## src/rtl/imm_instruction_packer_if.sv

```systemverilog
// rtl/imm_instruction_packer_if.sv - request/output handshake bundle for the immediate packer
interface imm_instruction_packer_if;
    logic        req_valid;
    logic        req_ready;
    logic        req_mode;
    logic [3:0]  req_im_sel;
    logic [15:0] req_template;
    logic [2:0]  req_reg;
    logic [15:0] req_value;
    logic        out_valid;
    logic        out_ready;
    logic [15:0] out_instr;
    logic        out_last;
    logic        out_error;

    modport master (
        output req_valid, req_mode, req_im_sel, req_template, req_reg, req_value, out_ready,
        input  req_ready, out_valid, out_instr, out_last, out_error
    );

    modport slave (
        input  req_valid, req_mode, req_im_sel, req_template, req_reg, req_value, out_ready,
        output req_ready, out_valid, out_instr, out_last, out_error
    );
endinterface

```

## src/rtl/imm_instruction_packer.sv

```systemverilog
// rtl/imm_instruction_packer.sv - packs immediates into templates or expands LI/SLL/ADDIU load sequences
module imm_instruction_packer #(
    parameter logic [15:0] NOP_WORD = 16'h0800
) (
    input  logic                      clk,
    input  logic                      rst,
    imm_instruction_packer_if.slave   bus
);
    typedef enum logic {IDLE, EMIT} state_t;

    state_t      state;
    logic [1:0]  idx;
    logic [1:0]  nwords;
    logic [15:0] word1, word2;
    logic        out_valid_r, out_last_r, out_error_r;
    logic [15:0] out_instr_r;

    logic [15:0] v, t;
    logic [7:0]  hi_adj;
    logic [2:0]  rx;
    logic        fit;
    logic [15:0] pk;
    logic [15:0] enc_w0, enc_w1, enc_w2;
    logic [1:0]  enc_n;
    logic        enc_err;

    assign v      = bus.req_value;
    assign t      = bus.req_template;
    assign rx     = bus.req_reg;
    assign hi_adj = v[15:8] + {7'd0, v[7]};

    always_comb begin
        fit = 1'b0;
        pk  = NOP_WORD;
        case (bus.req_im_sel)
            4'b0000: begin fit = (v < 16'd256);  pk = {t[15:8], v[7:0]};  end
            4'b0001: begin fit = (v < 16'd16);   pk = {t[15:4], v[3:0]};  end
            4'b0010: begin fit = (v < 16'd32);   pk = {t[15:5], v[4:0]};  end
            4'b0011: begin fit = (v < 16'd2048); pk = {t[15:11], v[10:0]}; end
            4'b0100: begin fit = (v < 16'd8);    pk = {t[15:5], v[2:0], t[1:0]}; end
            // Shift amount 1..8; 8 wraps to 000 by truncation.
            4'b0101: begin fit = (v >= 16'd1) && (v <= 16'd8); pk = {t[15:5], v[2:0], t[1:0]}; end
            4'b1000: begin fit = (&v[15:7])  || ~(|v[15:7]);  pk = {t[15:8], v[7:0]};  end
            4'b1001: begin fit = (&v[15:3])  || ~(|v[15:3]);  pk = {t[15:4], v[3:0]};  end
            4'b1010: begin fit = (&v[15:4])  || ~(|v[15:4]);  pk = {t[15:5], v[4:0]};  end
            4'b1011: begin fit = (&v[15:10]) || ~(|v[15:10]); pk = {t[15:11], v[10:0]}; end
            4'b1100: begin fit = (&v[15:2])  || ~(|v[15:2]);  pk = {t[15:5], v[2:0], t[1:0]}; end
            default: begin fit = 1'b0; pk = NOP_WORD; end
        endcase
    end

    always_comb begin
        enc_w0  = NOP_WORD;
        enc_w1  = NOP_WORD;
        enc_w2  = NOP_WORD;
        enc_n   = 2'd1;
        enc_err = 1'b0;
        if (bus.req_mode) begin
            if (v[15:8] == 8'd0) begin
                enc_w0 = {5'b01101, rx, v[7:0]};
            end else if (hi_adj == 8'd0) begin
                enc_n  = 2'd2;
                enc_w0 = {5'b01101, rx, 8'h00};
                enc_w1 = {5'b01001, rx, v[7:0]};
            end else begin
                enc_n  = 2'd3;
                enc_w0 = {5'b01101, rx, hi_adj};
                enc_w1 = {5'b00110, rx, rx, 3'b000, 2'b00};
                enc_w2 = {5'b01001, rx, v[7:0]};
            end
        end else if (fit) begin
            enc_w0 = pk;
        end else begin
            enc_err = 1'b1;
        end
    end

    always_ff @(posedge clk) begin
        if (rst) begin
            state       <= IDLE;
            idx         <= 2'd0;
            nwords      <= 2'd1;
            word1       <= NOP_WORD;
            word2       <= NOP_WORD;
            out_valid_r <= 1'b0;
            out_instr_r <= NOP_WORD;
            out_last_r  <= 1'b0;
            out_error_r <= 1'b0;
        end else begin
            case (state)
                IDLE: begin
                    if (bus.req_valid) begin
                        word1       <= enc_w1;
                        word2       <= enc_w2;
                        nwords      <= enc_n;
                        idx         <= 2'd0;
                        out_valid_r <= 1'b1;
                        out_instr_r <= enc_w0;
                        out_last_r  <= (enc_n == 2'd1);
                        out_error_r <= enc_err;
                        state       <= EMIT;
                    end
                end
                EMIT: begin
                    if (bus.out_ready) begin
                        if (out_last_r) begin
                            state       <= IDLE;
                            out_valid_r <= 1'b0;
                            out_last_r  <= 1'b0;
                            out_error_r <= 1'b0;
                        end else begin
                            idx         <= idx + 2'd1;
                            out_instr_r <= (idx == 2'd0) ? word1 : word2;
                            out_last_r  <= ((idx + 2'd2) == nwords);
                        end
                    end
                end
                default: state <= IDLE;
            endcase
        end
    end

    assign bus.req_ready = (state == IDLE);
    assign bus.out_valid = out_valid_r;
    assign bus.out_instr = out_instr_r;
    assign bus.out_last  = out_last_r;
    assign bus.out_error = out_error_r;
endmodule

```

## src/flat_wrapper.sv

```systemverilog
// flat-port wrapper written by rule: the top's interface ports become plain ports
module imm_instruction_packer_flat 
#(
    parameter logic [15:0] NOP_WORD = 16'h0800
)
  (clk, rst, bus_req_valid, bus_req_mode, bus_req_im_sel, bus_req_template, bus_req_reg, bus_req_value, bus_out_ready, bus_req_ready, bus_out_valid, bus_out_instr, bus_out_last, bus_out_error);
  imm_instruction_packer_if bus_i ();
  input  logic clk;
  input  logic rst;
  input wire logic [$bits(bus_i.req_valid)-1:0] bus_req_valid;
  input wire logic [$bits(bus_i.req_mode)-1:0] bus_req_mode;
  input wire logic [$bits(bus_i.req_im_sel)-1:0] bus_req_im_sel;
  input wire logic [$bits(bus_i.req_template)-1:0] bus_req_template;
  input wire logic [$bits(bus_i.req_reg)-1:0] bus_req_reg;
  input wire logic [$bits(bus_i.req_value)-1:0] bus_req_value;
  input wire logic [$bits(bus_i.out_ready)-1:0] bus_out_ready;
  output wire logic [$bits(bus_i.req_ready)-1:0] bus_req_ready;
  output wire logic [$bits(bus_i.out_valid)-1:0] bus_out_valid;
  output wire logic [$bits(bus_i.out_instr)-1:0] bus_out_instr;
  output wire logic [$bits(bus_i.out_last)-1:0] bus_out_last;
  output wire logic [$bits(bus_i.out_error)-1:0] bus_out_error;
  assign bus_i.req_valid = bus_req_valid;
  assign bus_i.req_mode = bus_req_mode;
  assign bus_i.req_im_sel = bus_req_im_sel;
  assign bus_i.req_template = bus_req_template;
  assign bus_i.req_reg = bus_req_reg;
  assign bus_i.req_value = bus_req_value;
  assign bus_i.out_ready = bus_out_ready;
  assign bus_req_ready = bus_i.req_ready;
  assign bus_out_valid = bus_i.out_valid;
  assign bus_out_instr = bus_i.out_instr;
  assign bus_out_last = bus_i.out_last;
  assign bus_out_error = bus_i.out_error;
  imm_instruction_packer #(.NOP_WORD(NOP_WORD)) u_core (.clk(clk), .rst(rst), .bus(bus_i));
endmodule
```

## config.mk

```make
export PLATFORM = sky130hd
export DESIGN_NAME = imm_instruction_packer_flat
export DESIGN_NICKNAME = d
export VERILOG_FILES = /design/src/rtl/imm_instruction_packer_if.sv /design/src/rtl/imm_instruction_packer.sv /design/src/flat_wrapper.sv
export SDC_FILE = /design/constraint.sdc
export NUM_CORES = 1
export LEC_CHECK = 0
export ABC_AREA = 1
export BUFFER_PORTS_ARGS = -buffer_cell sky130_fd_sc_hd__buf_2
export CAP_MARGIN = 20
export CORE_MARGIN = 2
export CORE_UTILIZATION = 35
export CTS_BUF_LIST = sky130_fd_sc_hd__clkbuf_4 sky130_fd_sc_hd__clkbuf_8
export DETAILED_ROUTE_END_ITERATION = 10
export MAX_ROUTING_LAYER = met4
export PLACE_DENSITY = 0.66
export REMOVE_ABC_BUFFERS = 1
export SLEW_MARGIN = 20
export SYNTH_ARGS = -nofsm -noshare
export SYNTH_HDL_FRONTEND = slang
export SYNTH_SLANG_ARGS = --single-unit
export TNS_END_PERCENT = 20
```

## constraint.sdc

```tcl
create_clock -name clk -period 2.3 [get_ports clk]
set_input_delay 0.46 -clock clk [delete_from_list [all_inputs] [get_ports clk]]
set_output_delay 0.46 -clock clk [all_outputs]
set_load 0.05 [all_outputs]
```

* Yosys cells after proc, flatten, opt, wreduce, memory -nomap -nowiden
Cells that the tools add are included.
** Word-level totals
- Register bits :: 56
- Input port bits :: 44
- Logic and storage cells :: 110
** Cells by class
- $add $sub $neg :: 3
- $lt $le $gt $ge :: 7
- Equal/unequal tests :: 16
- Muxes and demuxes :: 40
- Bitwise logic cells :: 6
- Reduce and logical (&&, ||, !) cells :: 29
** Operator list (count)
- two-way mux 16 bit :: 10
- case mux 16 bit (5 select lines) :: 1
- case mux 16 bit (2 select lines) :: 1
- two-way mux 15 bit :: 2
- equality test 4 bit (second input constant) :: 5
- greater-or-equal comparator 16 x 1 -> 1 bit (second input constant) :: 1
- less-or-equal comparator 16 x 4 -> 1 bit (second input constant) :: 1
- zero test 8 bit :: 2
- < comparator 16 x 12 -> 1 bit (second input constant) :: 1
- < comparator 16 x 4 -> 1 bit (second input constant) :: 1
- < comparator 16 x 5 -> 1 bit (second input constant) :: 1
- < comparator 16 x 6 -> 1 bit (second input constant) :: 1
- < comparator 16 x 9 -> 1 bit (second input constant) :: 1
- two-way mux 8 bit :: 2
- AND reduction 14 bit :: 1
- OR reduction 14 bit :: 1
- two-way mux 1 bit :: 13
- AND reduction 13 bit :: 1
- OR reduction 13 bit :: 1
- AND reduction 12 bit :: 1
- OR reduction 12 bit :: 1
- case mux 1 bit (11 select lines) :: 1
- two-way mux 2 bit :: 5
- AND reduction 9 bit :: 1
- 23 further kinds :: 45

* Logic depth before layout (Yosys ltp)
Gate-level depths: netlist (run 1).
- Depth after elaboration :: 8
- Depth in mapped cells :: 16

* Worst setup path before layout (run 1)
Ideal clock, no wire load.
- Kind :: input to register
- From :: in bus_req_value[7]
- To :: reg u_core.word1[13]
- Setup time :: 0.132 ns
- Arrival :: 1.725 ns
- Slack :: 0.443 ns
- Stages :: 10
- Path through :: ha_1 > ha_1 > nand2_1 > xor2_1 > nand4_1 > nor2_2 > nand2_1 > buf_4 > nand2_1 > a21oi_1
** Between the ends
- Longest elaborated chain between the ends :: 5
** Ends and longest elaborated chain
- start: declaration :: RTL line flat_wrapper.sv:15 : input wire logic [$bits(bus_i.req_value)-1:0] bus_req_value;
- adder 8 x 1 -> 8 bit :: RTL line imm_instruction_packer.sv:30 : assign hi_adj = v[15:8] + {7'd0, v[7]};
- zero test 8 bit :: RTL line imm_instruction_packer.sv:61 : end else if (hi_adj == 8'd0) begin
- two-way mux 15 bit :: RTL line imm_instruction_packer.sv:61
- two-way mux 16 bit :: RTL line imm_instruction_packer.sv:59 : if (v[15:8] == 8'd0) begin
- two-way mux 16 bit :: RTL line imm_instruction_packer.sv:58 : if (bus.req_mode) begin
- end signal: assignment :: RTL line imm_instruction_packer.sv:93 : word1 <= enc_w1;
- end: declaration :: RTL line imm_instruction_packer.sv:14 : logic [15:0] word1, word2;
Every way passes these cells.
A chain may end at the register's enable or synchronous reset.

* Worst setup path in the final report (run 1)
- From :: in bus_req_value[7]
- To :: reg u_core.word1[1]
The elaborated chain is that of the path after synthesis.

==> results.cfg, run 1 <==
[route]
vias_per_cell = 5.149
drt_pass1_iterations = 4
route.detailed.wl_per_inst_microns = 14.07
drc = 0
vias = 3383
antenna_left = 0
routed_wl_microns = 9247
drt_iter0_markers = 147

[floorplanning]
coreArea_sq_um = 8299
fp.dieW_microns = 97.03
rows = 33
ios = 64
start_util = 0.3650
die_area_sq_um = 9415
die_h_microns = 97.03

[clock_tree]
cts_tree = built
post_cts.repair.setup_buffers = 0
cts.clk_slew.worst_paths_ps = 90
cts_made_buffers = 5
h-tree-depth = 2
clock_sinks = 49
root_buffer = clkbuf_8
clock_path_buffers = 2
ctsHoldBuffers = 0
ctsResizeCount = 0
clk_latency_ps = 300

[sta]
max_slew_margin = 0.5206
max_freq_ghz = 0.5009
rsz0062_at_grt = false
period_share = 0.8680
slew_violations = 0
fin_worst_skew_ps = 5.175
setup_viol = 0
min_period_ps = 1997
tns_ps = 0
worst_slew_pin_slew_ps = 716.8
layout_setup_ws_ps = 303.5
hold_violations = 0

[worst_setup_path]
cp-start-kind = input port
cp_slowest_cell = xor2_1
endpoint_kind = register
crit_type = input port to register
critical_path_buf_inv_count = 3
critPathTopFamily = simple AND/OR/NAND/NOR gates
cp.required_ps = 2530
cp_cell_sequence = buf_2 -> ha_1 -> ha_1 -> nand2_1 -> xor2_1 -> nand4_1 -> nor2_2 -> buf_4 -> nand3_2 -> inv_2 -> nand2_1 -> a21oi_1
crit_path_max_fanout = 6
cp.arrival_ps = 2230
r2r_cells = 7
slowest_delay_ps = 230
cp_num_cells = 12

[logic_synthesis]
yosys-top-cells-area = dfxtp_1, nand2_1, a21oi_1
yosysTopAreaCellShare = 0.3238
yosysSeqAreaShare = 0.3238
ys_types = 36
ys_ff_latch = 49
yosysWarnings = 0
syn_avg_cell_area_sq_um = 6.207
syn_inst = 488
yosysTopAreaCell = dfxtp_1
synth_area_sq_um = 3029

[place]
hpwlAfterDp_microns = 7091
placed_area_sq_um = 3485
portBuffers = 61
pre_cts_ws_ps = -171.7
place.gp.congestion = 0.9777

[cells_and_area]
drive_above_1_share = 0.1902
final_area_sq_um = 3625
antenna_cells = 0
nets = 599
post-route-util = 0.4368
area.growth.synth_to_final_pct = 19.66

[global_route]
grt-ovfl-total = 0
grt_first_pass_wirelength_microns = 15420
track_usage = 0.2035
grt_pass1_vias = 3232
antenna_found_initial = 0
grt_max_degree = 34

[pwr]
leakage_nw = 1.685
finalPower_mw = 2.367
ir_drop_mv = 0.2915
power-per-cell-area_nw_per_um2 = 652.9

[job]
max_cap_viol_count = 0

[hold_path]
hold_path_depth = 3
hold_class = input port to register

[outcome]
outcome = finished clean
## power breakdown
group / switching [mW] / total [mW] / internal, mW
logic: 0.502 / 0.703 / 0.202
registers: 0.0313 / 0.943 / 0.912
clock network: 0.288 / 0.720 / 0.432
## area by class of cell
cell class / count / area [sq um]
well taps: 105 / 131.4
inverters: 49 / 183.9
clock buffers: 5 / 68.82
multi-input cells: 368 / 1762
clock inverters: 3 / 65.06
fillers: 906 / 4674
flip-flops and latches: 49 / 980.9
repair buffers: 78 / 432.9
## state kept, by name (all words and copies together), names as in the netlist
signal	cells
u_core.word2	11
u_core.word1	14
u_core.bus.out_valid	1
u_core.bus.out_instr	16
u_core.bus.out_error	1
u_core.nwords	2
u_core.bus.out_last	1
u_core.idx	2
u_core.state	1
## worst min-delay path, stage by stage
cell and delay, ps:
buf_2 100, nand2_1 50, a21oi_1 50
## placed cells by master, fill, tap and decap left out, types with 2 or more instances in the layout
cell / count
nand2_1: 116
nor2_1: 65
buf_2: 61
a21oi_1: 54
o21ai_0: 49
dfxtp_1: 49
inv_1: 41
nand3_1: 32
buf_4: 17
inv_2: 7
a211oi_1: 5
xor2_1: 5
clkbuf_8: 5
nand4_1: 4
ha_1: 4
nand2_2: 3
a31oi_1: 3
nor2_2: 3
o211ai_1: 3
nor3_1: 3
nand3b_1: 2
nand3_2: 2
or2_2: 2
xnor2_1: 2
o221ai_1: 2
o22ai_1: 2
bufinv_16: 2
## kinds of logic (layout without fill, tap and decap cells)
| family | Yosys count | after routing | synth area share |
|---|---|---|---|
| simple gates | 235 | 235 | 0.3275 |
| buf+inv | 71 | 135 | 0.09665 |
| flops | 49 | 49 | 0.3238 |
| xor+xnor | 7 | 7 | 0.02024 |
| fa+ha+maj | 4 | 4 | 0.01652 |
| compound gates | 122 | 122 | 0.2152 |
## synthesized netlist by cell type, drive strengths merged
library cell	n
inv	48
o21ai	50
a21oi	54
clkbuf	9
nand4	4
o31ai	1
nand3	34
xor2	5
dfxtp	49
a211oi	5
o22ai	2
clkinv	1
nand3b	2
o21bai	1
o211ai	3
nor2	69
nand2	119
or2	3
o221ai	2
ha	4
a31oi	3
o21a	1
xnor2	2
nor3	4
buf	13
## routing by layer
layer	up-vias	routed length (microns)	track usage
met2	91	4486	0.3429
met5	-	0	-
met4	0	157	0.06392
li1	1723	-	-
met1	1554	4186	0.2553
met3	15	415	0.02384
## through the flow
step	cells	hold WS, ps
global route	657	399.1
finish	657	401.2
floorplan	466	436.1
CTS	657	395.8
detailed placement	649	454.5
global placement	649	446.7
## worst paths after layout
kind	from	endpoint	slack (ps)
max	bus_req_value[7]	u_core.word1[1]$_SDFFE_PP0P_	300
min	bus_req_template[12]	u_core.bus.out_instr[12]$_SDFFE_PP0P_	400
max reg2reg	u_core.state$_SDFF_PP0_	u_core.word1[1]$_SDFFE_PP0P_	380
min reg2reg	u_core.bus.out_instr[13]$_SDFFE_PP0P_	u_core.bus.out_instr[13]$_SDFFE_PP0P_	470
No activity file was read; power rests on OpenSTA's default activity.
==> run 2: changes to the inputs <==
- clock period: 2.3 -> 1.9 ns (I/O delays scaled with it)
==> results.cfg, run 2 (synthesized netlist as in run 1, its figures left out) <==
[floorplanning]
ios = 64
start_util = 0.3650
rows = 33
die_h_microns = 97.03
coreArea_sq_um = 8299
fp.dieW_microns = 97.03
die_area_sq_um = 9415

[cells_and_area]
nets = 636
area.growth.synth_to_final_pct = 30.65
antenna_cells = 0
final_common_cell = nand2_1
drive_above_1_share = 0.2547
largest_reg_flops = 16
fill_cells = 863
final_cell_mix = nand2_1, nor2_1, buf_2, a21oi_1, buf_4

[clock_tree]
cts_made_buffers = 5
h-tree-depth = 2
clock_path_buffers = 2
clk_latency_ps = 300
root_buffer = clkbuf_8
clock_sinks = 49
cts_tree = built
cts.clk_slew.worst_paths_ps = 90

[global_route]
grt-ovfl-total = 0
grt_max_degree = 34
grt_first_pass_wirelength_microns = 15770
grt_pass1_vias = 3370
track_usage = 0.2090
antenna_found_initial = 0

[worst_setup_path]
cp-start-kind = input port
cp.required_ps = 2140
cp_cell_sequence = buf_2 -> buf_4 -> inv_1 -> ha_1 -> nand3_1 -> nor2_1 -> nand2_1 -> nand2_1 -> nand2_1 -> nand2_1 -> inv_2 -> nand3_2 -> nand2_2 -> inv_2 -> nand2_1 -> a21oi_1
slowest_delay_ps = 170
cp_slowest_cell = inv_2
crit_path_max_fanout = 11
crit_top_cell = nand2_1
crit_type = input port to register
cp.arrival_ps = 2040
endpoint_kind = register

[pwr]
leakage_nw = 1.874
power-per-cell-area_nw_per_um2 = 746.8
ir_drop_mv = 0.3574

[route]
vias = 3520
routed_wl_microns = 9736
route.detailed.wl_per_inst_microns = 14.03
drc = 0
drt_iter0_markers = 186
drt_pass1_iterations = 5
vias_per_cell = 5.072
antenna_left = 0

[place]
place.gp.congestion = 0.9489
hpwlAfterDp_microns = 7404
portBuffers = 61

[sta]
hold_ws_ps = 317.1
tns_ps = 0
slew_violations = 0
min_period_ps = 1800
hold_violations = 0
period_share = 0.9475
max_freq_ghz = 0.5555
fin_worst_skew_ps = 7.561
max_slew_margin = 0.5792
worst_slew_pin_slew_ps = 629.2
setup_viol = 0

[outcome]
outcome = finished clean

[hold_path]
hold_class = input port to register

[job]
max_cap_viol_count = 0
-- run 2: path summary, 6_finish.rpt --
check,slack [ps],end,cells past startpoint,from
setup / recovery,100,u_core.bus.out_instr[8]$_SDFFE_PP0P_,16,bus_req_value[7]
hold reg to reg,460,u_core.bus.out_valid$_SDFFE_PP0P_,2,u_core.bus.out_valid$_SDFFE_PP0P_
setup reg to reg,110,u_core.bus.out_instr[3]$_SDFFE_PP0P_,10,u_core.state$_SDFF_PP0_
hold / removal,320,u_core.bus.out_instr[12]$_SDFFE_PP0P_,3,bus_req_template[12]
-- run 2: worst max-delay path, delay by kind of cell --
kind	cells	cell delay, ps
AOI/OAI and AO/OA	1	140
adders and majority gates	1	160
buffers and inverters	5	510
and+or+nand+nor	9	830
-- run 2: area by class of cell --
class                   instances  area, sq um  area share
multi-input cells             368         1807      0.4565
flip-flops and latches         49        980.9      0.2479
repair buffers                115        718.2      0.1815
inverters                      49        186.4     0.04711
well taps                     105        131.4     0.03320
clock buffers                   5        68.82     0.01739
clock inverters                 3        65.06     0.01644
-- run 2: metrics by stage --
step | util | power (mW) | cell area, sq um | instances | setup WS, ps
3_5_place_dp | 0.4515 | 2.074 | 3747 | 684 | -315.6
5_1_grt | 0.4769 | 3.104 | 3958 | 694 | -11.65
3_3_place_gp | 0.4515 | 2.065 | 3747 | 684 | -249.4
6_report | 0.4769 | 2.956 | 3958 | 694 | 99.67
4_1_cts | 0.4684 | 2.948 | 3887 | 692 | 12.85
2_1_floorplan | - | 1.704 | 2920 | 466 | -588.0
-- run 2: routing by layer --
| metal | GRT usage | vias up | routed length (microns) |
|---|---|---|---|
| met5 | - | - | 0 |
| met4 | 0.06284 | 0 | 165 |
| met3 | 0.02240 | 15 | 363 |
| met2 | 0.3451 | 82 | 4742 |
| met1 | 0.2705 | 1627 | 4464 |
| li1 | - | 1796 | - |
-- run 2: what timing repair did --
| item | CTS | global route |
|---|---|---|
| endpoints found under the setup margin | 10 | 21 |
| pin swaps | 0 | 4 |
| setup buffers | 0 | 2 |
| resized for setup | 1 | 13 |
| hold buffers | 0 | 0 |
-- run 2: report_power, final --
part	leakage (nW)	switching, mW	internal (mW)
Combinational	1.40	0.630	0.305
Clock	0.0681	0.354	0.523
Sequential	0.401	0.0391	1.10
Total	1.87	1.02	1.93
==> run 3: changes to the inputs <==
- RECOVER_POWER: not set -> 25
==> results.cfg, run 3 (synthesized netlist as in run 1, its figures left out) <==
[cells_and_area]
finalNonFillerCells = 694
fill_cells = 864
nets = 636
area.growth.synth_to_final_pct = 29.99
post-route-util = 0.4744
final_cell_mix = nand2_1, nor2_1, a21oi_1, buf_4
seqCellArea_sq_um = 980.9
drive_above_1_share = 0.2275
largest_reg_flops = 16
antenna_cells = 0
final_common_cell = nand2_1
final_area_sq_um = 3938
multiInputGateArea_sq_um = 1807

[clock_tree]
cts.clk_slew.worst_paths_ps = 90
cts_made_buffers = 5
clock_sinks = 49
h-tree-depth = 2
clk_latency_ps = 310
root_buffer = clkbuf_8
cts_tree = built
clock_path_buffers = 2
ctsHoldBuffers = 0

[route]
routed_wl_microns = 9721
vias_per_cell = 5.118
drc = 0
route.detailed.wl_per_inst_microns = 14.01
drt_pass1_iterations = 5
vias = 3552
antenna_left = 0
drt_iter0_markers = 185

[worst_setup_path]
critical_path_buf_inv_count = 4
cp.required_ps = 2100
endpoint_kind = register
cp_cell_sequence = inv_2 -> nand2_1 -> buf_4 -> nand2_1 -> nand2_1 -> inv_2 -> buf_6 -> o21ai_0 -> a21oi_1 -> a21oi_1
cp_num_cells = 10
crit_path_max_fanout = 15
cp.arrival_ps = 1980
r2r-start = u_core.state$_SDFF_PP0_
cp_slowest_cell = dfxtp_1
slowest_delay_ps = 320
r2r_cells = 10
cp-start-kind = register
crit_type = register to register
crit_top_cell = nand2_1
critPathTopFamily = buffers and inverters
setup.worst_path.start = u_core.state$_SDFF_PP0_

[place]
hpwlAfterDp_microns = 7404
portBuffers = 61
place.gp.congestion = 0.9489
dp_cells = 684
placed_area_sq_um = 3747
pre_cts_ws_ps = -315.6

[pwr]
ir_drop_mv = 0.3577
leakage_nw = 1.814
power-per-cell-area_nw_per_um2 = 748.5
finalPower_mw = 2.947

[global_route]
use_met1 = 0.2705
use_met2 = 0.3451
grt_pass1_vias = 3370
use_met3 = 0.02240
track_usage = 0.2090
grt_first_pass_wirelength_microns = 15770
grt-ovfl-total = 0
grt.busiest_layer = met2
grt_max_degree = 34
antenna_found_initial = 0

[sta]
setup_viol = 0
slew_violations = 0
worst_slew_pin_slew_ps = 629.2
tns_ps = 0
fin_worst_skew_ps = 7.529
min_period_ps = 1788
layout_setup_ws_ps = 111.9
hold_ws_ps = 313.2
max_freq_ghz = 0.5592
period_share = 0.9411
max_slew_margin = 0.5792
hold_violations = 0

[floorplanning]
die_h_microns = 97.03
rows = 33
coreArea_sq_um = 8299
fp.dieW_microns = 97.03
die_area_sq_um = 9415
ios = 64
start_util = 0.3650

[hold_path]
hold_path_depth = 3
hp-start = bus_req_template[12]
hold_class = input port to register

[outcome]
outcome = finished clean

[job]
max_cap_viol_count = 0
-- run 3: path summary, 6_finish.rpt --
path / endpoint / slack [ps]
worst max-delay path: u_core.bus.out_instr[3]$_SDFFE_PP0P_ / 110
worst min-delay path: u_core.bus.out_instr[12]$_SDFFE_PP0P_ / 310
worst max register to register: u_core.bus.out_instr[3]$_SDFFE_PP0P_ / 110
worst min register to register: u_core.bus.out_valid$_SDFFE_PP0P_ / 470
-- run 3: routing by layer --
metal	routed length [microns]	up-vias	part of all wire
li1	-	1797	-
met1	4344	1642	0.45
met2	4691	96	0.48
met3	485	17	0.050
met4	201	0	0.021
met5	0	-	0
-- run 3: worst reg2reg max path: cells and delay by family, from the launching register on --
| family | cells | cell delay [ps] |
|---|---|---|
| flops | 1 | 320 |
| buf+inv | 4 | 620 |
| simple gates | 3 | 270 |
| compound gates | 3 | 470 |
-- run 3: layout make-up --
type	count	area share
clock buffer	5	0.01748
clock inverter	3	0.01652
inverter	49	0.04735
multi-input combinational	368	0.4588
sequential	49	0.2491
tap	105	0.03337
timing repair buffer	115	0.1773
-- run 3: power breakdown --
part	internal, mW	total (mW)	switching, mW	leakage (nW)
clock network	0.523	0.881	0.358	0.0681
logic	0.293	0.922	0.628	1.34
registers	1.10	1.14	0.0403	0.401
total	1.92	2.95	1.03	1.81
-- run 3: timing repair --
action                                  CTS  global route
pin swaps                                 0             4
gates resized for setup                   1            13
endpoints found under the setup margin   10            21
buffers inserted                          0             2
